==> config.mk <==
export PLATFORM = sky130hd
export DESIGN_NAME = fetch_sequencer_flat
export DESIGN_NICKNAME = d
export VERILOG_FILES = /design/src/rtl/fetch_sequencer_if.sv /design/src/rtl/fetch_sequencer.sv /design/src/flat_wrapper.sv
export SDC_FILE = /design/constraint.sdc
export NUM_CORES = 1
export LEC_CHECK = 0
export CAP_MARGIN = 10
export CORE_UTILIZATION = 50
export CTS_CLUSTER_DIAMETER = 40
export DETAILED_ROUTE_END_ITERATION = 16
export PLACE_DENSITY = 0.84
export SYNTH_ARGS = -nofsm -noshare
export SYNTH_HDL_FRONTEND = slang
export SYNTH_SLANG_ARGS = --single-unit
==> constraint.sdc <==
create_clock -name clk -period 5.8 [get_ports clk]
set_input_delay 1.16 -clock clk [delete_from_list [all_inputs] [get_ports clk]]
set_output_delay 1.16 -clock clk [all_outputs]
set_load 0.01 [all_outputs]
==> src/rtl/fetch_sequencer_if.sv <==
// Control bundle between the fetch sequencer and the core top level / hazard unit / PC datapath.
// The master side raises requests and execute-stage events; the slave side is the sequencer.

interface fetch_sequencer_if #(
    parameter int CNT_WIDTH = 16
) ();
    logic                 trigger;
    logic                 stall_f;
    logic                 br_taken_e;
    logic                 jal_e;
    logic                 jalr_e;
    logic                 halt_e;

    logic [1:0]           pcsrc;
    logic                 pc_trigger;
    logic                 pc_en;
    logic                 flush_d;
    logic                 flush_e;
    logic                 running;
    logic [CNT_WIDTH-1:0] redirect_cnt;

    modport master (
        output trigger, stall_f, br_taken_e, jal_e, jalr_e, halt_e,
        input  pcsrc, pc_trigger, pc_en, flush_d, flush_e, running, redirect_cnt
    );

    modport slave (
        input  trigger, stall_f, br_taken_e, jal_e, jalr_e, halt_e,
        output pcsrc, pc_trigger, pc_en, flush_d, flush_e, running, redirect_cnt
    );
endinterface

==> src/rtl/fetch_sequencer.sv <==
// PC-path controller: start/stop, execute-stage redirect arbitration against stalls,
// wrong-path flushing, halt, and a saturating count of accepted redirects.

module fetch_sequencer #(
    parameter int FLUSH_CYCLES = 2,
    parameter int CNT_WIDTH    = 16
) (
    input  logic              clk,
    input  logic              rst_n,
    fetch_sequencer_if.slave  bus
);

    localparam int FL_W = (FLUSH_CYCLES > 1) ? $clog2(FLUSH_CYCLES) : 1;

    typedef enum logic [1:0] {
        S_IDLE,
        S_RUN,
        S_FLUSH,
        S_HALT
    } state_t;

    typedef enum logic [1:0] {
        SRC_PLUS4  = 2'b00,
        SRC_TARGET = 2'b01,
        SRC_ALU    = 2'b10
    } pcsrc_t;

    state_t               state_q, state_d;
    logic [FL_W-1:0]      flush_left_q, flush_left_d;
    logic [CNT_WIDTH-1:0] cnt_q, cnt_d;

    pcsrc_t pcsrc;
    logic   pc_trigger;
    logic   pc_en;
    logic   flush_d;
    logic   flush_e;
    logic   running;
    logic   redir;

    assign redir = bus.jalr_e | bus.jal_e | bus.br_taken_e;

    // NOTE: state registers use non-blocking assignments so every flop samples pre-edge values.
    always_ff @(posedge clk or negedge rst_n) begin
        if (!rst_n) begin
            state_q      <= S_IDLE;
            flush_left_q <= '0;
            cnt_q        <= '0;
        end else begin
            state_q      <= state_d;
            flush_left_q <= flush_left_d;
            cnt_q        <= cnt_d;
        end
    end

    // NOTE: every output and next-state value gets a default first so no path infers a latch.
    always_comb begin
        state_d      = state_q;
        flush_left_d = flush_left_q;
        cnt_d        = cnt_q;
        pcsrc        = SRC_PLUS4;
        pc_trigger   = 1'b0;
        pc_en        = 1'b1;
        flush_d      = 1'b0;
        flush_e      = 1'b0;
        running      = 1'b0;

        unique case (state_q)
            S_IDLE: begin
                // pc_mux holds PC at 0 while its trigger is low, so loading is harmless.
                if (bus.trigger) begin
                    state_d = S_RUN;
                end
            end

            S_RUN: begin
                pc_trigger = 1'b1;
                running    = 1'b1;
                if (bus.halt_e) begin
                    pc_en   = 1'b0;
                    state_d = S_HALT;
                end else begin
                    if (redir) begin
                        pcsrc        = bus.jalr_e ? SRC_ALU : SRC_TARGET;
                        pc_en        = 1'b1;
                        flush_d      = 1'b1;
                        flush_e      = 1'b1;
                        flush_left_d = FL_W'(FLUSH_CYCLES - 1);
                        if (cnt_q != '1) begin
                            cnt_d = cnt_q + CNT_WIDTH'(1);
                        end
                        if (FLUSH_CYCLES > 1) begin
                            state_d = S_FLUSH;
                        end
                    end else begin
                        pc_en = !bus.stall_f;
                    end
                    if (!bus.trigger) begin
                        state_d      = S_IDLE;
                        flush_left_d = '0;
                    end
                end
            end

            S_FLUSH: begin
                // Instructions now in decode/execute are wrong-path: their redirects and halts are dropped.
                pc_trigger = 1'b1;
                running    = 1'b1;
                pc_en      = !bus.stall_f;
                flush_d    = 1'b1;
                if (!bus.trigger) begin
                    state_d      = S_IDLE;
                    flush_left_d = '0;
                end else if (flush_left_q <= FL_W'(1)) begin
                    state_d      = S_RUN;
                    flush_left_d = '0;
                end else begin
                    flush_left_d = flush_left_q - FL_W'(1);
                end
            end

            S_HALT: begin
                pc_trigger = 1'b1;
                pc_en      = 1'b0;
            end

            default: begin
                state_d = S_IDLE;
            end
        endcase
    end

    assign bus.pcsrc        = pcsrc;
    assign bus.pc_trigger   = pc_trigger;
    assign bus.pc_en        = pc_en;
    assign bus.flush_d      = flush_d;
    assign bus.flush_e      = flush_e;
    assign bus.running      = running;
    assign bus.redirect_cnt = cnt_q;

endmodule

==> src/flat_wrapper.sv <==
// flat-port wrapper written by rule: the top's interface ports become plain ports
module fetch_sequencer_flat 
#(
    parameter int FLUSH_CYCLES = 2,
    parameter int CNT_WIDTH    = 16
)
  (clk, rst_n, bus_trigger, bus_stall_f, bus_br_taken_e, bus_jal_e, bus_jalr_e, bus_halt_e, bus_pcsrc, bus_pc_trigger, bus_pc_en, bus_flush_d, bus_flush_e, bus_running, bus_redirect_cnt);
  fetch_sequencer_if #(.CNT_WIDTH(CNT_WIDTH)) bus_i ();
  input  logic clk;
  input  logic rst_n;
  input wire logic [$bits(bus_i.trigger)-1:0] bus_trigger;
  input wire logic [$bits(bus_i.stall_f)-1:0] bus_stall_f;
  input wire logic [$bits(bus_i.br_taken_e)-1:0] bus_br_taken_e;
  input wire logic [$bits(bus_i.jal_e)-1:0] bus_jal_e;
  input wire logic [$bits(bus_i.jalr_e)-1:0] bus_jalr_e;
  input wire logic [$bits(bus_i.halt_e)-1:0] bus_halt_e;
  output wire logic [$bits(bus_i.pcsrc)-1:0] bus_pcsrc;
  output wire logic [$bits(bus_i.pc_trigger)-1:0] bus_pc_trigger;
  output wire logic [$bits(bus_i.pc_en)-1:0] bus_pc_en;
  output wire logic [$bits(bus_i.flush_d)-1:0] bus_flush_d;
  output wire logic [$bits(bus_i.flush_e)-1:0] bus_flush_e;
  output wire logic [$bits(bus_i.running)-1:0] bus_running;
  output wire logic [$bits(bus_i.redirect_cnt)-1:0] bus_redirect_cnt;
  assign bus_i.trigger = bus_trigger;
  assign bus_i.stall_f = bus_stall_f;
  assign bus_i.br_taken_e = bus_br_taken_e;
  assign bus_i.jal_e = bus_jal_e;
  assign bus_i.jalr_e = bus_jalr_e;
  assign bus_i.halt_e = bus_halt_e;
  assign bus_pcsrc = bus_i.pcsrc;
  assign bus_pc_trigger = bus_i.pc_trigger;
  assign bus_pc_en = bus_i.pc_en;
  assign bus_flush_d = bus_i.flush_d;
  assign bus_flush_e = bus_i.flush_e;
  assign bus_running = bus_i.running;
  assign bus_redirect_cnt = bus_i.redirect_cnt;
  fetch_sequencer #(.FLUSH_CYCLES(FLUSH_CYCLES), .CNT_WIDTH(CNT_WIDTH)) u_core (.clk(clk), .rst_n(rst_n), .bus(bus_i));
endmodule
==> metrics.txt, run 1 <==
status completed; final hold vios 0; pre-CTS setup slack ~1500 ps; most numerous cell in the Yosys netlist dfrtp_1; Post-Route WL 2.31 mm; CTS max path bufs 2; Overflow after GRT 0; largest family of logic cells by synthesized area simple AND/OR/NAND/NOR gates; Compound-Gate Fraction of Synth Area between 6 and 7%; Post-Synth XOR/XNOR Area roughly 11%; area growth from synthesis to layout 34.9%; final setup vio count 0; area of the multi-input gates a little under 600 um2; synth top area cells dfrtp_1 42%, xor2_1 9.1%, ha_1 7.1%, nor4_1 3.5%, mux2_1 3.2%; crit share post-route approximately 74%; Post-DRT Antenna Nets 0; row count 16; Placed Area approximately 1400 um2; Critical Path AT 3120 ps; first-pass GRT wire length between 3 and 4 mm; H-Tree Depth 1; Least-Margin Pin Slew approximately 800 ps; GPL Wtd Cong between 0.7 and 0.8; Starting Density 53.6%; RR Startpoint u_core.state_q[1]$_DFFE_PN0P_; Die H between 40 and 50 um; via/cell ratio about 5.6; post-cts resize count 0; HPWL after DPL about 1.7 mm; final core occ between 70% and 80%; setup_tns 0 ps; synthesized flop and latch total 18; Cell Chain, Critical Path clkdlybuf4s50_1 > or3_1 > nand2_1 > a21oi_1 > or2_2 > clkdlybuf4s50_1; met1 WL roughly 1.0 mm; vias in the first global route 841; Final Critical Period 4280 ps; Diodes inserted 0; Post-Syn Area between 1000 and 1500 um2; peak supply drop approximately 0.29 mV; Max-slew headroom between 40% and 50%; hold crit path type reg -> reg; Worst Reg2Reg Path Length in Cells 6; Netlist cell types 34; number of synthesized flops with an enable pin 0; RSZ-0062 raised after global routing no; Syn Inst Count about 100; Chip Width about 48 um; Commonest cells post-synth 18 x dfrtp_1, 11 x xor2_1; Buffers on Ports 30; WL/cell ~14 um; core area roughly 2000 um2; CTS Sinks 18; Crit Reg-Reg Endpoint u_core.bus.redirect_cnt[15]$_DFFE_PN0P_; Worst Hold Endpoint u_core.bus.redirect_cnt[12]$_DFFE_PN0P_; Switching Share between 30 and 40%; Layout Cells excl Fill between 150 and 200; FFs w/ async S/R, synth 100%; Cells after DPL between 150 and 200; P_sw approximately 180 uW; CP max-delay cell clkdlybuf4s50_1; design area roughly 1400 um2; sequential share of power between 30% and 40%; worst skew pair latency 310 ps; area leader, netlist dfrtp_1; Post-CTS Hold Fix Bufs 0; DRC violations left 0; Worst path most repeated cell clkdlybuf4s50_1; startpoint types input port; syn nets approximately 120; max-cap viol count 0; Final Max Slew Viols 0; Crit Path Max Fanout 10; TritonCTS clock tree done; worst setup margin 1520 ps; pwr/cell area between 300 and 400 nW/um2; gr usage total a little under a quarter; initial antenna violation count 0; Fmax around 230 MHz; P_leak 0.000639 uW; starting DRC count in detailed routing 16; post-CTS setup buffers 0; peak per-stage delay on the critical path about 480 ps; Comb pwr share between 40% and 50%; Post-Synth Simple-Gate Area approximately 28%; Fillers 147; CP Data Required Time 4640 ps; syn avg cell area approximately 11 um2; CTS Buf Count 3; met2 wire length 1.16 mm; largest net degree at the start of global routing 19; Clock Power Share 16.7%; Cell Int Power between 300 and 400 uW; sequential-to-total area share from yosys stat 42.4%; hold wc startpoint u_core.bus.redirect_cnt[12]$_DFFE_PN0P_; Synth top area share 42.4%; Cells on Worst Hold Path 1; CP Class in -> out; Reg area about 450 um2; Final #Nets 150; first-pass iteration count of the detailed router 4; mux contribution to synthesized area about 3.2%; CP endpoint kind output pin; Root Driver clkbuf_4; ys flop type dfrtp_1; wire length on met3 approximately 87 um; top sig layer met4; io pins 31; Vias ~900; share of post-route cells with drive strength above 1 7.41%; flop-to-flop setup slack 3780 ps; Die ar. between 2000 and 2500 um2; clk_skew between 10 and 15 ps; adder-cell share of the synthesized area under 10%; Synth Warn # 0; clock-pin slew on the worst setup and hold paths around 100 ps
## placed cells by master, fill, tap and decap left out, types with 4 or more instances in the layout
cell,instances
clkdlybuf4s50_1,30
dfrtp_1,18
ha_1,6
inv_1,4
nand2_1,6
nand3_1,5
nand4_1,4
nor2_1,6
nor3_1,4
nor4_1,6
o21ai_0,4
xor2_1,11
## final cells by class
cell class | instances | share of cell area (%)
inverter | 4 | 1.05
timing repair buffer | 30 | 21.0
multi-input combinational | 79 | 41.7
clock buffer | 4 | 2.53
sequential | 18 | 31.4
tap | 27 | 2.36
## how the worst max path moves through the flow
stage,depth (start not counted),slack [ps],startpoint,end
floorplan,4,2510,bus_jal_e,bus_pc_en
global placement,6,1590,bus_jalr_e,bus_pc_en
detailed placement,6,1540,bus_jalr_e,bus_pc_en
CTS,6,1530,bus_jalr_e,bus_pc_en
global route,6,1450,bus_jalr_e,bus_pc_en
finish,6,1520,bus_jalr_e,bus_pc_en
## kinds of logic (layout without fill, tap and decap cells)
family / after synthesis / in the layout
flops: 18 / 18
xor+xnor: 13 / 13
fa+ha+maj: 6 / 6
compound gates: 11 / 11
simple gates: 46 / 46
buf+inv: 4 / 38
mux: 3 / 3
## flip-flops by register name (all words and copies together), names as in the netlist
name                     cells
u_core.bus.redirect_cnt     16
u_core.state_q               2
## stage by stage
step | total power [uW] | hold WS (ps)
2_1_floorplan | 298 | 538
3_3_place_gp | 402 | 499
3_5_place_dp | 407 | 514
4_1_cts | 488 | 529
5_1_grt | 517 | 556
6_report | 484 | 528
## worst max-delay path: cells and delay by family
kind                   cells  cell delay [ps]
and+or+nand+nor            3              920
buffers and inverters      2              930
AOI/OAI and AO/OA          1              100
## power by group through the flow
stage	clock network (uW)	logic [uW]	registers, uW
2_1_floorplan	0	104	193
3_3_place_gp	0	213	189
3_5_place_dp	0	215	192
4_1_cts	79.8	218	190
5_1_grt	87.2	236	194
6_report	80.7	215	189
## metal layers
| layer | vias up | GRT usage [%] |
|---|---|---|
| li1 | 442 | - |
| met5 | - | 0 |
| met3 | 7 | 3.33 |
| met1 | 434 | 30.6 |
| met2 | 26 | 40.3 |
| met4 | 0 | 7.22 |
No activity file was read; power rests on OpenSTA's default activity.
==> run 2: changes to the inputs <==
--- a/config.mk
+++ b/config.mk
@@ -6,10 +6,10 @@
 export NUM_CORES = 1
 export LEC_CHECK = 0
 export CAP_MARGIN = 10
-export CORE_UTILIZATION = 50
+export CORE_UTILIZATION = 42
 export CTS_CLUSTER_DIAMETER = 40
 export DETAILED_ROUTE_END_ITERATION = 16
-export PLACE_DENSITY = 0.84
+export PLACE_DENSITY = 0.75
 export SYNTH_ARGS = -nofsm -noshare
 export SYNTH_HDL_FRONTEND = slang
 export SYNTH_SLANG_ARGS = --single-unit
==> constraint.sdc (replaced) <==
create_clock -name clk -period 3.5 [get_ports clk]
set_input_delay 0.7 -clock clk [delete_from_list [all_inputs] [get_ports clk]]
set_output_delay 0.7 -clock clk [all_outputs]
set_load 0.01 [all_outputs]
==> metrics.txt, run 2 (synthesized netlist as in run 1, its figures left out) <==
Overflow after GRT 0 (unchanged); Switching Share 37.2% (+0.15 points); Post-CTS Hold Fix Bufs 0 (unchanged); Chip Width 52.3 um (+8.7%); TritonCTS clock tree done; H-Tree Depth 1 (unchanged); HPWL after DPL 1.75 mm (+0.49%); Fmax ~320 MHz; peak supply drop 0.455 mV (+59%); via/cell ratio 5.57 (-0.68%); row count 17 (+1); P_sw 302 uW (+68%); core area 2300 um2 (+16%); Cell Chain, Critical Path clkdlybuf4s50_1 > or3_1 > nand2_1 > a21oi_1 > or2_2 > clkdlybuf4s50_1; Die H 52.3 um (+8.7%); Final Max Slew Viols 0 (unchanged); Crit Path Max Fanout 4 (-6); share of post-route cells with drive strength above 1 8.09% (+0.68 points); sequential share of power 38.8% (-0.2 points); final core occ 62.7% (-9.5 points); post-cts resize count 0 (unchanged); pwr/cell area 563 nW/um2 (+66%); initial antenna violation count 0 (unchanged); Diodes inserted 0 (unchanged); area growth from synthesis to layout 35.7%; max-cap viol count 0 (unchanged); Max-slew headroom 45.5% (-0.95 points); CTS Sinks 18 (unchanged); startpoint types input port; GPL Wtd Cong 0.849 (+7.8%); commonest non-fill, non-tap cell in the layout clkdlybuf4s50_1; first-pass iteration count of the detailed router 4 (unchanged); clock-pin slew on the worst setup and hold paths 110 ps (about the same); CTS max path bufs 2 (unchanged); starting DRC count in detailed routing 10 (-6); CP Data Required Time 2800 ps (-1840 ps); worst skew pair latency 300 ps (about the same); CP endpoint kind output pin; clk_skew 10.1 ps (-1.86 ps); Die ar. 2730 um2 (+18%); peak per-stage delay on the critical path 480 ps (about the same); CP top delay family buffers and inverters; CP max-delay cell clkdlybuf4s50_1; P_leak 0.000644 uW (+0.69%); Worst Reg2Reg Path Length in Cells 6 (unchanged); Starting Density 46.2% (-7.4 points); first-pass GRT wire length 4.08 mm (+9.4%); area of the multi-input gates 597 um2 (unchanged); hold crit path type reg -> reg; Root Driver clkbuf_4; vias in the first global route 913 (+8.6%); io pins 31 (unchanged); RSZ-0062 raised after global routing no; WL/cell 14.3 um (about the same); Vias 914 (+0.55%); final hold vios 0 (unchanged); Fillers 213 (+45%); setup_tns 0 ps (unchanged); CTS Buf Count 3 (unchanged); Crit path buffers/inverters 2 (unchanged); Clock Power Share 16.2% (-0.5 points); final setup vio count 0 (unchanged); Crit path depth 6 (unchanged); Worst path most repeated cell clkdlybuf4s50_1; Final Critical Period approximately 3100 ps; largest net degree at the start of global routing 19 (unchanged); number of flip-flops under the largest register name 16 (unchanged); Least-Margin Pin Slew 815 ps (+14.2 ps); most frequent cells in the layout 30 x clkdlybuf4s50_1, 18 x dfrtp_1, 11 x xor2_1; Cell Int Power 509 uW (+67%); Final #Nets 151 (+0.67%); Reg area 450 um2 (unchanged); DRC violations left 0 (unchanged); status completed; Post-Route WL 2.34 mm (+1.2%); gr usage total 20.5% (-2.9 points); flop-to-flop setup slack 1540 ps (-2240 ps); post-CTS setup buffers 0 (unchanged); Buffers on Ports 30 (unchanged); CP Class in -> out; Post-DRT Antenna Nets 0 (unchanged); Critical Path AT 2450 ps (-670 ps); Comb pwr share 45.0% (+0.6 points); Cells on Worst Hold Path 1 (unchanged); crit share post-route between 80% and 90%
[run 2: cell types whose count changed in the layout (fill, tap and decap cells not counted), sizes merged]
cell  delta
buf      +1
[run 2: per-layer routing]
layer	part of all wire (%)	track usage (%)	vias up
met1	45	27.2	435
met5	0	0	-
met4	0.81	6.58	0
met3	4.4	3.77	4
li1	-	-	444
met2	50	33.5	31
[run 2: cell type report]
type                            instances  share of cell area (%)
Multi-Input combinational cell         79                    41.4
Sequential cell                        18                    31.3
Timing Repair Buffer                   31                    21.4
Clock buffer                            4                    2.52
Tap cell                               28                    2.43
Inverter                                4                    1.04
[run 2: path summary, 6_finish.rpt]
path | startpoint | to
setup / recovery | bus_jalr_e | bus_pc_en
hold / removal | u_core.bus.redirect_cnt[12]$_DFFE_PN0P_ | u_core.bus.redirect_cnt[12]$_DFFE_PN0P_
setup reg to reg | u_core.state_q[1]$_DFFE_PN0P_ | u_core.bus.redirect_cnt[15]$_DFFE_PN0P_
hold reg to reg | u_core.bus.redirect_cnt[12]$_DFFE_PN0P_ | u_core.bus.redirect_cnt[12]$_DFFE_PN0P_
max in group asynchronous | rst_n | u_core.bus.redirect_cnt[2]$_DFFE_PN0P_
min in group asynchronous | rst_n | u_core.bus.redirect_cnt[13]$_DFFE_PN0P_
[run 2: through the flow]
stage	hold slack, ps	instance area, um2	cells	setup WS [ps]	total power (uW)
floorplan	404	1060	101	1130	493
global placement	501	1410	160	358	670
detailed placement	506	1410	160	345	685
CTS	525	1440	164	342	818
global route	564	1440	164	281	871
finish	518	1440	164	352	811
[run 2: worst register-to-register path: stages (launching register included)]
cell	delay (ps)
dfrtp_1	410
inv_1	130
ha_1	220
nand4b_1	140
or4_4	450
nor3_2	170
mux2_1	330
[run 2: power by group through the flow]
| stage | combinational, uW | sequential [uW] | clock, uW |
|---|---|---|---|
| 6_report | 365 | 314 | 132 |
| 5_1_grt | 403 | 323 | 144 |
| 4_1_cts | 371 | 314 | 134 |
| 3_5_place_dp | 368 | 318 | 0 |
| 3_3_place_gp | 355 | 315 | 0 |
| 2_1_floorplan | 173 | 320 | 0 |
==> run 3: changes to the inputs <==
--- a/config.mk
+++ b/config.mk
@@ -6,10 +6,10 @@
 export NUM_CORES = 1
 export LEC_CHECK = 0
 export CAP_MARGIN = 10
-export CORE_UTILIZATION = 42
+export CORE_UTILIZATION = 50
 export CTS_CLUSTER_DIAMETER = 40
 export DETAILED_ROUTE_END_ITERATION = 16
-export PLACE_DENSITY = 0.75
+export PLACE_DENSITY = 0.84
 export SYNTH_ARGS = -nofsm -noshare
 export SYNTH_HDL_FRONTEND = slang
 export SYNTH_SLANG_ARGS = --single-unit
==> constraint.sdc (replaced) <==
create_clock -name clk -period 4.02 [get_ports clk]
set_input_delay 0.804 -clock clk [delete_from_list [all_inputs] [get_ports clk]]
set_output_delay 0.804 -clock clk [all_outputs]
set_load 0.01 [all_outputs]
==> metrics.txt, run 3 (synthesized netlist as in run 1, its figures left out) <==
status completed; Worst path most repeated cell clkdlybuf4s50_1; GPL Wtd Cong 0.786 (-7.4%); Least-Margin Pin Slew 810 ps (-5.19 ps); Fmax approximately 280 MHz; startpoint types input port; HPWL after DPL 1.80 mm (+2.7%); Cell Int Power 440 uW (-14%); post-CTS setup buffers 0 (unchanged); CTS Sinks 18 (unchanged); first-pass iteration count of the detailed router 4 (unchanged); commonest non-fill, non-tap cell in the layout clkdlybuf4s50_1; Post-Route WL 2.42 mm (+3.3%); Diodes inserted 0 (unchanged); Critical Path AT 2750 ps (+300 ps); Chip Width 48.1 um (-8.0%); CTS Buf Count 3 (unchanged); first-pass GRT wire length 3.71 mm (-9.1%); Clock Power Share 16.3% (about the same); Overflow after GRT 0 (unchanged); CP max-delay cell clkdlybuf4s50_1; Post-DRT Antenna Nets 0 (unchanged); Comb pwr share 44.7% (-0.3 points); core area 1980 um2 (-14%); post-cts resize count 0 (unchanged); Hold Slack 523 ps (+4.98 ps); crit share post-route approximately nine tenths; max-cap viol count 0 (unchanged); gr usage total 23.2% (+2.7 points); WL/cell 14.9 um (+4.6%); Placed Area 1400 um2 (-0.62%); Root Driver clkbuf_4; CP endpoint kind output pin; design area 1430 um2 (-0.61%); sequential share of power 39.0% (+0.2 points); worst skew pair latency 300 ps (about the same); Die H 48.1 um (-8.0%); RSZ-0062 raised after global routing no; most frequent cells in the layout 30 x clkdlybuf4s50_1, 18 x dfrtp_1, 11 x xor2_1; TritonCTS clock tree done; Die ar. 2310 um2 (-15%); vias in the first global route 804 (-12%); P_leak 0.000639 uW (-0.69%); peak per-stage delay on the critical path 480 ps (about the same); Starting Density 53.6% (+7.4 points); Cells after DPL 158 (-1.3%); P_sw 262 uW (-13%); H-Tree Depth 1 (unchanged); peak supply drop 0.405 mV (-11%); share of post-route cells with drive strength above 1 7.41% (-0.68 points); row count 16 (-1); Final Max Slew Viols 0 (unchanged); number of flip-flops under the largest register name 16 (unchanged); Max-slew headroom 45.8% (+0.35 points); hold crit path type reg -> reg; io pins 31 (unchanged); worst setup margin 467 ps (+115 ps); Cell Chain, Critical Path clkdlybuf4s50_1 > or3_1 > nand2_1 > a21oi_1 > or2_2 > clkdlybuf4s50_1; initial antenna violation count 0 (unchanged); DRC violations left 0 (unchanged); Post-CTS Hold Fix Bufs 0 (unchanged); Final Critical Period 3550 ps; via/cell ratio 5.72 (+2.6%); Buffers on Ports 30 (unchanged); final hold vios 0 (unchanged); Crit Path Max Fanout 10 (+6); clock-pin slew on the worst setup and hold paths 100 ps (about the same); CP Data Required Time 3220 ps (+420 ps); pre-CTS setup slack 470 ps (+125 ps); CP Class in -> out; Switching Share 37.3% (+0.099 points); area growth from synthesis to layout 34.9%; clk_skew 4.77 ps (-5.37 ps); final setup vio count 0 (unchanged); setup_tns 0 ps (unchanged); CTS max path bufs 2 (unchanged); largest net degree at the start of global routing 19 (unchanged); Vias 926 (+1.3%); Final #Nets 150 (-0.66%); Layout Cells excl Fill 162 (-1.2%); starting DRC count in detailed routing 20 (+10); pwr/cell area 490 nW/um2 (-13%)
-- run 3: changes by cell type in the layout (fill, tap and decap cells not counted) --
cell | previous run | this run
buf_4 | 1 | 0
-- run 3: worst max-delay path, delay by kind of cell --
| kind | cells | cell delay [ps] |
|---|---|---|
| buf+inv | 2 | 940 |
| simple gates | 3 | 900 |
| compound gates | 1 | 110 |
-- run 3: power groups by stage --
| stage | clock network (uW) | registers, uW | logic (uW) |
|---|---|---|---|
| floorplan | 0 | 279 | 151 |
| global placement | 0 | 273 | 307 |
| detailed placement | 0 | 278 | 312 |
| CTS | 115 | 274 | 316 |
| global route | 122 | 279 | 346 |
| finish | 114 | 274 | 314 |
-- run 3: through the flow --
stage	util [%]	power [uW]
floorplan	-	429
global placement	70.5	580
detailed placement	70.5	590
CTS	72.3	705
global route	72.3	747
finish	72.3	702
-- run 3: cell type report --
type	instances	area [um2]
Clock buffer	4	36.3
Inverter	4	15.0
Fill cell	148	549
Sequential cell	18	450
Multi-Input combinational cell	79	597
Timing Repair Buffer	30	300
Tap cell	27	33.8
-- run 3: metal layers --
layer | vias to the layer above | GRT usage, % | share of wire (%)
met1 | 435 | 31.1 | 45
met5 | - | 0 | 0
met2 | 43 | 38.1 | 49
li1 | 444 | - | -
met3 | 4 | 4.81 | 5.3
met4 | 0 | 6.67 | 1.0
-- run 3: final timing paths --
check | start | endpoint | slack, ps | cells after the start
worst max-delay path | bus_jalr_e | bus_pc_en | 470 | 6
worst min-delay path | u_core.bus.redirect_cnt[12]$_DFFE_PN0P_ | u_core.bus.redirect_cnt[12]$_DFFE_PN0P_ | 520 | 1
worst max register to register | u_core.state_q[1]$_DFFE_PN0P_ | u_core.bus.redirect_cnt[15]$_DFFE_PN0P_ | 2020 | 6
worst min register to register | u_core.bus.redirect_cnt[12]$_DFFE_PN0P_ | u_core.bus.redirect_cnt[12]$_DFFE_PN0P_ | 520 | 1
max in group asynchronous | rst_n | u_core.bus.redirect_cnt[10]$_DFFE_PN0P_ | 2550 | 1
min in group asynchronous | rst_n | u_core.bus.redirect_cnt[14]$_DFFE_PN0P_ | 960 | 1
==> patch 1: new RTL, config.mk and constraints of run 2 <==
`CNT_WIDTH` is set to 16 in 3 places; all go to 32.
--- a/src/rtl/fetch_sequencer_if.sv
+++ b/src/rtl/fetch_sequencer_if.sv
@@ -3,5 +3,5 @@
 
 interface fetch_sequencer_if #(
-    parameter int CNT_WIDTH = 16
+    parameter int CNT_WIDTH = 32
 ) ();
     logic                 trigger;
--- a/src/rtl/fetch_sequencer.sv
+++ b/src/rtl/fetch_sequencer.sv
@@ -4,5 +4,5 @@
 module fetch_sequencer #(
     parameter int FLUSH_CYCLES = 2,
-    parameter int CNT_WIDTH    = 16
+    parameter int CNT_WIDTH    = 32
 ) (
     input  logic              clk,
--- a/src/flat_wrapper.sv
+++ b/src/flat_wrapper.sv
@@ -3,5 +3,5 @@
 #(
     parameter int FLUSH_CYCLES = 2,
-    parameter int CNT_WIDTH    = 16
+    parameter int CNT_WIDTH    = 32
 )
   (clk, rst_n, bus_trigger, bus_stall_f, bus_br_taken_e, bus_jal_e, bus_jalr_e, bus_halt_e, bus_pcsrc, bus_pc_trigger, bus_pc_en, bus_flush_d, bus_flush_e, bus_running, bus_redirect_cnt);
Ports: changed (resized bus_redirect_cnt); port bits go from 31 to 47. The function was not compared with the original's and may differ.
==> patch 1 against run 2 <==
Clock skew shrank 0.0065 ns. Non-clock buffer count rose by 19. Routed wire length is 62% higher. Worst setup slack got worse by 0.21 ns. Sequential cell count increased by 16. Global-route usage is 2.3 points lower. Cell area increased by 66%. Power rose by 42%. First-iteration DRC count increased to 6.0 times the old value. Critical path depth did not move. Synthesized cell count rose by 67%. Synthesized area rose by 67%. Critical path type unchanged. Largest power group is now registers.
==> patch 1: results (changes against run 2) <==
\begin{tabular}{lr}
\hline
Metric & Value \\
\hline
\multicolumn{2}{l}{\textbf{Synthesis}} \\
\quad Mapped cell area & 1780 sq um (+67\%) \\
\quad Main area contributors after synthesis & dfrtp\_1 (48\%), xnor2\_1 (7.9\%), xor2\_1 (7.4\%) \\
\quad Yosys cell types & 38 (+12\%) \\
\quad Most frequent cells after synthesis & dfrtp\_1 (34), xnor2\_1 (16), xor2\_1 (15) \\
\quad Post-synthesis sequential area ratio & 47.9\% (+5.5 points) \\
\multicolumn{2}{l}{\textbf{Global route}} \\
\quad Maximum number of pins on one net before global-route repair & 35 (+16) \\
\quad First-pass GRT wire length & 6040 microns (+48\%) \\
\multicolumn{2}{l}{\textbf{Setup path}} \\
\quad Reg2Reg Launch Point & u\_core.bus.redirect\_cnt[0] \\
\quad Kind of cell adding the most delay to the critical path & simple AND/OR/NAND/NOR gates \\
\quad Arrival time at the worst endpoint & 2.66 ns (+0.21 ns) \\
\quad Critical-path maximum fanout & 5 (+1) \\
\quad Setup slack on the worst flop-to-flop path & 0.99 ns (-0.55 ns) \\
\quad Reg-to-reg critical path endpoint & u\_core.bus.redirect\_cnt[29] \\
\multicolumn{2}{l}{\textbf{Route}} \\
\quad Via count of the routed design & 1435 (+57\%) \\
\quad Violation count after the first detailed-route iteration & 60 (+50) \\
\multicolumn{2}{l}{\textbf{Cells and area}} \\
\quad Seq. cell area & 851 sq um (+89\%) \\
\quad Largest register FFs & 32 (+16) \\
\quad Layout filler cell count & 367 (+72\%) \\
\multicolumn{2}{l}{\textbf{Placed design}} \\
\quad Cell area after placement & 2310 sq um (+64\%) \\
\quad \# port buffers & 46 (+53\%) \\
\quad Final weighted congestion of routability-driven global placement & 0.753 (-11\%) \\
\quad Placed wire-length estimate & 2760 microns (+57\%) \\
\multicolumn{2}{l}{\textbf{CTS}} \\
\quad Clk slew on worst S/H paths & 0.06 ns (-0.05 ns) \\
\quad Clk Tree Root Cell & clkbuf\_8 \\
\multicolumn{2}{l}{\textbf{STA}} \\
\quad Setup skew after layout & 0.00360 ns (-0.00654 ns) \\
\multicolumn{2}{l}{\textbf{Power}} \\
\quad Internal power of the cells & 800 uW (+57\%) \\
\quad Leakage power & 0.00104 uW (+61\%) \\
\multicolumn{2}{l}{\textbf{Status}} \\
\quad Status & completed \\
\hline
\end{tabular}
## patch 1: cell types whose count changed in the layout (fill, tap and decap cells not counted), sizes merged, moves of 3 or more
| cell | run 2 | this run |
|---|---|---|
| nor4 | 7 | 4 |
| xor2 | 11 | 15 |
| nand4 | 6 | 12 |
| dfrtp | 18 | 34 |
| nor2 | 6 | 13 |
| nand3 | 5 | 12 |
| o21ai | 4 | 1 |
| clkdlybuf4s50 | 30 | 46 |
| xnor2 | 2 | 16 |
| nand2 | 6 | 11 |
| buf | 1 | 4 |
| nor3 | 5 | 9 |
## patch 1: per-layer routing
layer / global-route usage (%) / vias to the layer above / wire length (microns)
met5: 0 / - / 0
met4: 7.18 / 0 / 27
met3: 4.79 / 4 / 189
met2: 27.6 / 36 / 1720
met1: 24.4 / 690 / 1850
li1: - / 705 / -
## patch 1: final cells by class
type / instances / area share, %
multi-input combinational: 127 / 37.1
inverter: 5 / 0.785
clock buffer: 6 / 3.45
timing repair buffer: 50 / 20.5
sequential: 34 / 35.6
tap: 50 / 2.62
## patch 1: worst register-to-register path, delay by kind of cell, from the launching register on
kind                     cells  cell delay [ns]
AND/OR/NAND/NOR              4             1.34
buffers and inverters        1             0.28
adder cells (fa/ha/maj)      1             0.19
XOR/XNOR                     1             0.14
flip-flops                   1             0.43
## patch 1: power groups by stage
stage / Clock (uW) / Sequential [uW] / Combinational (uW)
global placement: 0 / 489 / 385
detailed placement: 0 / 488 / 388
floorplan: 0 / 494 / 190
global route: 308 / 491 / 423
CTS: 291 / 483 / 389
finish: 281 / 483 / 385
## patch 1: metrics by stage
| stage | setup WS (ns) | total power [uW] | cells |
|---|---|---|---|
| finish | 0.141 | 1150 | 272 |
| global route | 0.0255 | 1220 | 272 |
| CTS | 0.146 | 1160 | 272 |
| detailed placement | 0.171 | 877 | 266 |
| global placement | 0.228 | 873 | 266 |
| floorplan | 0.833 | 684 | 169 |
## patch 1: kinds of logic after synthesis
logic type	after synthesis	share of synthesized area, %
compound gates	10	4.16
xor+xnor	31	15.3
fa+ha+maj	6	4.23
buf+inv	8	2.18
flops	34	47.9
mux	1	0.845
simple gates	79	25.4
## patch 1: how the worst min path moves through the flow
stage               cells past startpoint                           to                   startpoint  slack [ns]
finish                                  1  u_core.bus.redirect_cnt[13]  u_core.bus.redirect_cnt[13]        0.49
global route                            1  u_core.bus.redirect_cnt[10]  u_core.bus.redirect_cnt[10]        0.51
CTS                                     1  u_core.bus.redirect_cnt[13]  u_core.bus.redirect_cnt[13]        0.50
detailed placement                      1   u_core.bus.redirect_cnt[6]   u_core.bus.redirect_cnt[6]        0.48
global placement                        1  u_core.bus.redirect_cnt[29]  u_core.bus.redirect_cnt[29]        0.48
floorplan                               0   u_core.bus.redirect_cnt[0]                        rst_n        0.40
==> patch 2: new RTL, flow settings as in run 2 <==
Made on the original files. Encoding of `state_t`: now one-hot (4 bits for 4 states).
--- a/src/rtl/fetch_sequencer.sv
+++ b/src/rtl/fetch_sequencer.sv
@@ -13,9 +13,9 @@
     localparam int FL_W = (FLUSH_CYCLES > 1) ? $clog2(FLUSH_CYCLES) : 1;
 
-    typedef enum logic [1:0] {
-        S_IDLE,
-        S_RUN,
-        S_FLUSH,
-        S_HALT
+    typedef enum logic [3:0] {
+        S_IDLE  = 4'b0001,
+        S_RUN   = 4'b0010,
+        S_FLUSH = 4'b0100,
+        S_HALT  = 4'b1000
     } state_t;
 
Function: same outputs for any inputs over 10 cycles, from zero or initial values and one cycle with rst_n low; not proved beyond that.
==> patch 2 against run 2 <==
Cell area increased by 7.7%. Synthesized area rose by 11%. Synthesized cell count rose by 12%. Routed wire length up 0.98%. Power is 23% lower. Critical path depth stayed put. Sequential cell count is 2 higher. First-iteration DRC count down 30%. Clock power decreased by 13%. Sequential share of layout area rose by 1.1 points. Worst setup slack lost 0.26 ns. Critical path type unchanged.
==> patch 2: results (changes against run 2) <==
\begin{tabular}{lr}
\hline
Metric & Value \\
\hline
\multicolumn{2}{l}{\textbf{Power}} \\
\quad Leakage power & 0.000655 uW (+1.7\%) \\
\quad Share of power burned in the clock network & 18.3\% (+2.1 points) \\
\quad IR Drop Worst-Case VDD & 0.277 mV (-39\%) \\
\quad Sequential Power Share & 50.9\% (+12 points) \\
\quad Final Power & 626 uW (-23\%) \\
\multicolumn{2}{l}{\textbf{Setup path}} \\
\quad Setup slack on the worst flop-to-flop path & 1.39 ns (-0.15 ns) \\
\quad Critical-path maximum fanout & 7 (+3) \\
\quad Reg-to-reg critical path endpoint & u\_core.bus.redirect\_cnt[1] \\
\quad Reg2reg path depth & 5 (-1) \\
\quad Arrival time at the worst endpoint & 2.71 ns (+0.26 ns) \\
\multicolumn{2}{l}{\textbf{Synthesis}} \\
\quad Yosys cell types & 35 (+2.9\%) \\
\quad Adder-cell share of the synthesized area & 1.06\% (-6.0 points) \\
\quad Post-synthesis sequential area ratio & 42.7\% (+0.26 points) \\
\quad XOR/XNOR share of the synthesized area & 13.4\% (+2.7 points) \\
\quad Post-synthesis net count & 122 (+6.1\%) \\
\quad Area fraction in compound gates after synthesis & 3.72\% (-3.1 points) \\
\quad Mapped Cells & 113 (+12\%) \\
\quad Multiplexer area fraction after synthesis & 0.957\% (-2.2 points) \\
\quad Main area contributors after synthesis & dfrtp\_1 (40\%), xnor2\_1 (9.7\%), nand3\_1 (3.8\%) \\
\multicolumn{2}{l}{\textbf{STA}} \\
\quad Setup skew after layout & 0.000973 ns (-0.00916 ns) \\
\quad Actual transition at the worst max-transition pin & 0.878 ns (+0.0633 ns) \\
\quad Crit path time final & 3.41 ns (+0.258 ns) \\
\multicolumn{2}{l}{\textbf{Route}} \\
\quad Final routed wirelength across all metal layers & 2360 microns (+0.98\%) \\
\quad Via count of the routed design & 980 (+7.2\%) \\
\quad Met2 wire len & 1150 microns (-1.5\%) \\
\quad First-pass DRT Iterations & 3 (-1) \\
\quad Routed met1 length & 1100 microns (+5.0\%) \\
\multicolumn{2}{l}{\textbf{Min path}} \\
\quad Hold Crit Endpoint & u\_core.bus.redirect\_cnt[7] \\
\multicolumn{2}{l}{\textbf{Global route}} \\
\quad Total routing usage reported by global routing & 18.4\% (-2.1 points) \\
\quad Met1 Resource Use GR & 23.1\% (-4.1 points) \\
\quad Met2 track utilization from global routing & 31.7\% (-1.8 points) \\
\quad Maximum number of pins on one net before global-route repair & 21 (+2) \\
\multicolumn{2}{l}{\textbf{Placed design}} \\
\quad Cell area after placement & 1520 sq um (+8.3\%) \\
\quad Placed wire-length estimate & 1790 microns (+2.3\%) \\
\quad Pre-CTS setup slack & 0.0435 ns (-0.301 ns) \\
\quad Final weighted congestion of routability-driven global placement & 0.726 (-14\%) \\
\quad Dpl cells & 173 (+8.1\%) \\
\multicolumn{2}{l}{\textbf{Cells and area}} \\
\quad Layout filler cell count & 243 (+14\%) \\
\quad Post-route non-filler standard cell count & 177 (+7.9\%) \\
\multicolumn{2}{l}{\textbf{Status}} \\
\quad Status & completed \\
\hline
\end{tabular}
## patch 2: cell count changes in the layout (fill, tap and decap cells not counted), moves of 3 or more
| cell | run 2 | this run |
|---|---|---|
| inv_1 | 4 | 1 |
| xnor2_1 | 2 | 13 |
| buf_4 | 1 | 6 |
| nand3b_1 | 0 | 3 |
| and4_1 | 1 | 5 |
| nand3_1 | 5 | 9 |
| ha_1 | 6 | 1 |
| and2_1 | 1 | 5 |
| xor2_1 | 11 | 5 |
| nor4_1 | 6 | 0 |
| and3_1 | 0 | 3 |
## patch 2: worst max-delay path, delay by kind of cell
kind | cells | cell delay [ns]
buffers and inverters | 3 | 1.14
AND/OR/NAND/NOR | 3 | 0.87
## patch 2: final cells by class
cell class / instances / area [sq um] / area share, %
inverter: 2 / 8.76 / 0.564
tap: 30 / 37.5 / 2.42
sequential: 20 / 502 / 32.3
clock buffer: 4 / 26.3 / 1.69
timing repair buffer: 36 / 350 / 22.6
multi-input combinational: 85 / 628 / 40.5
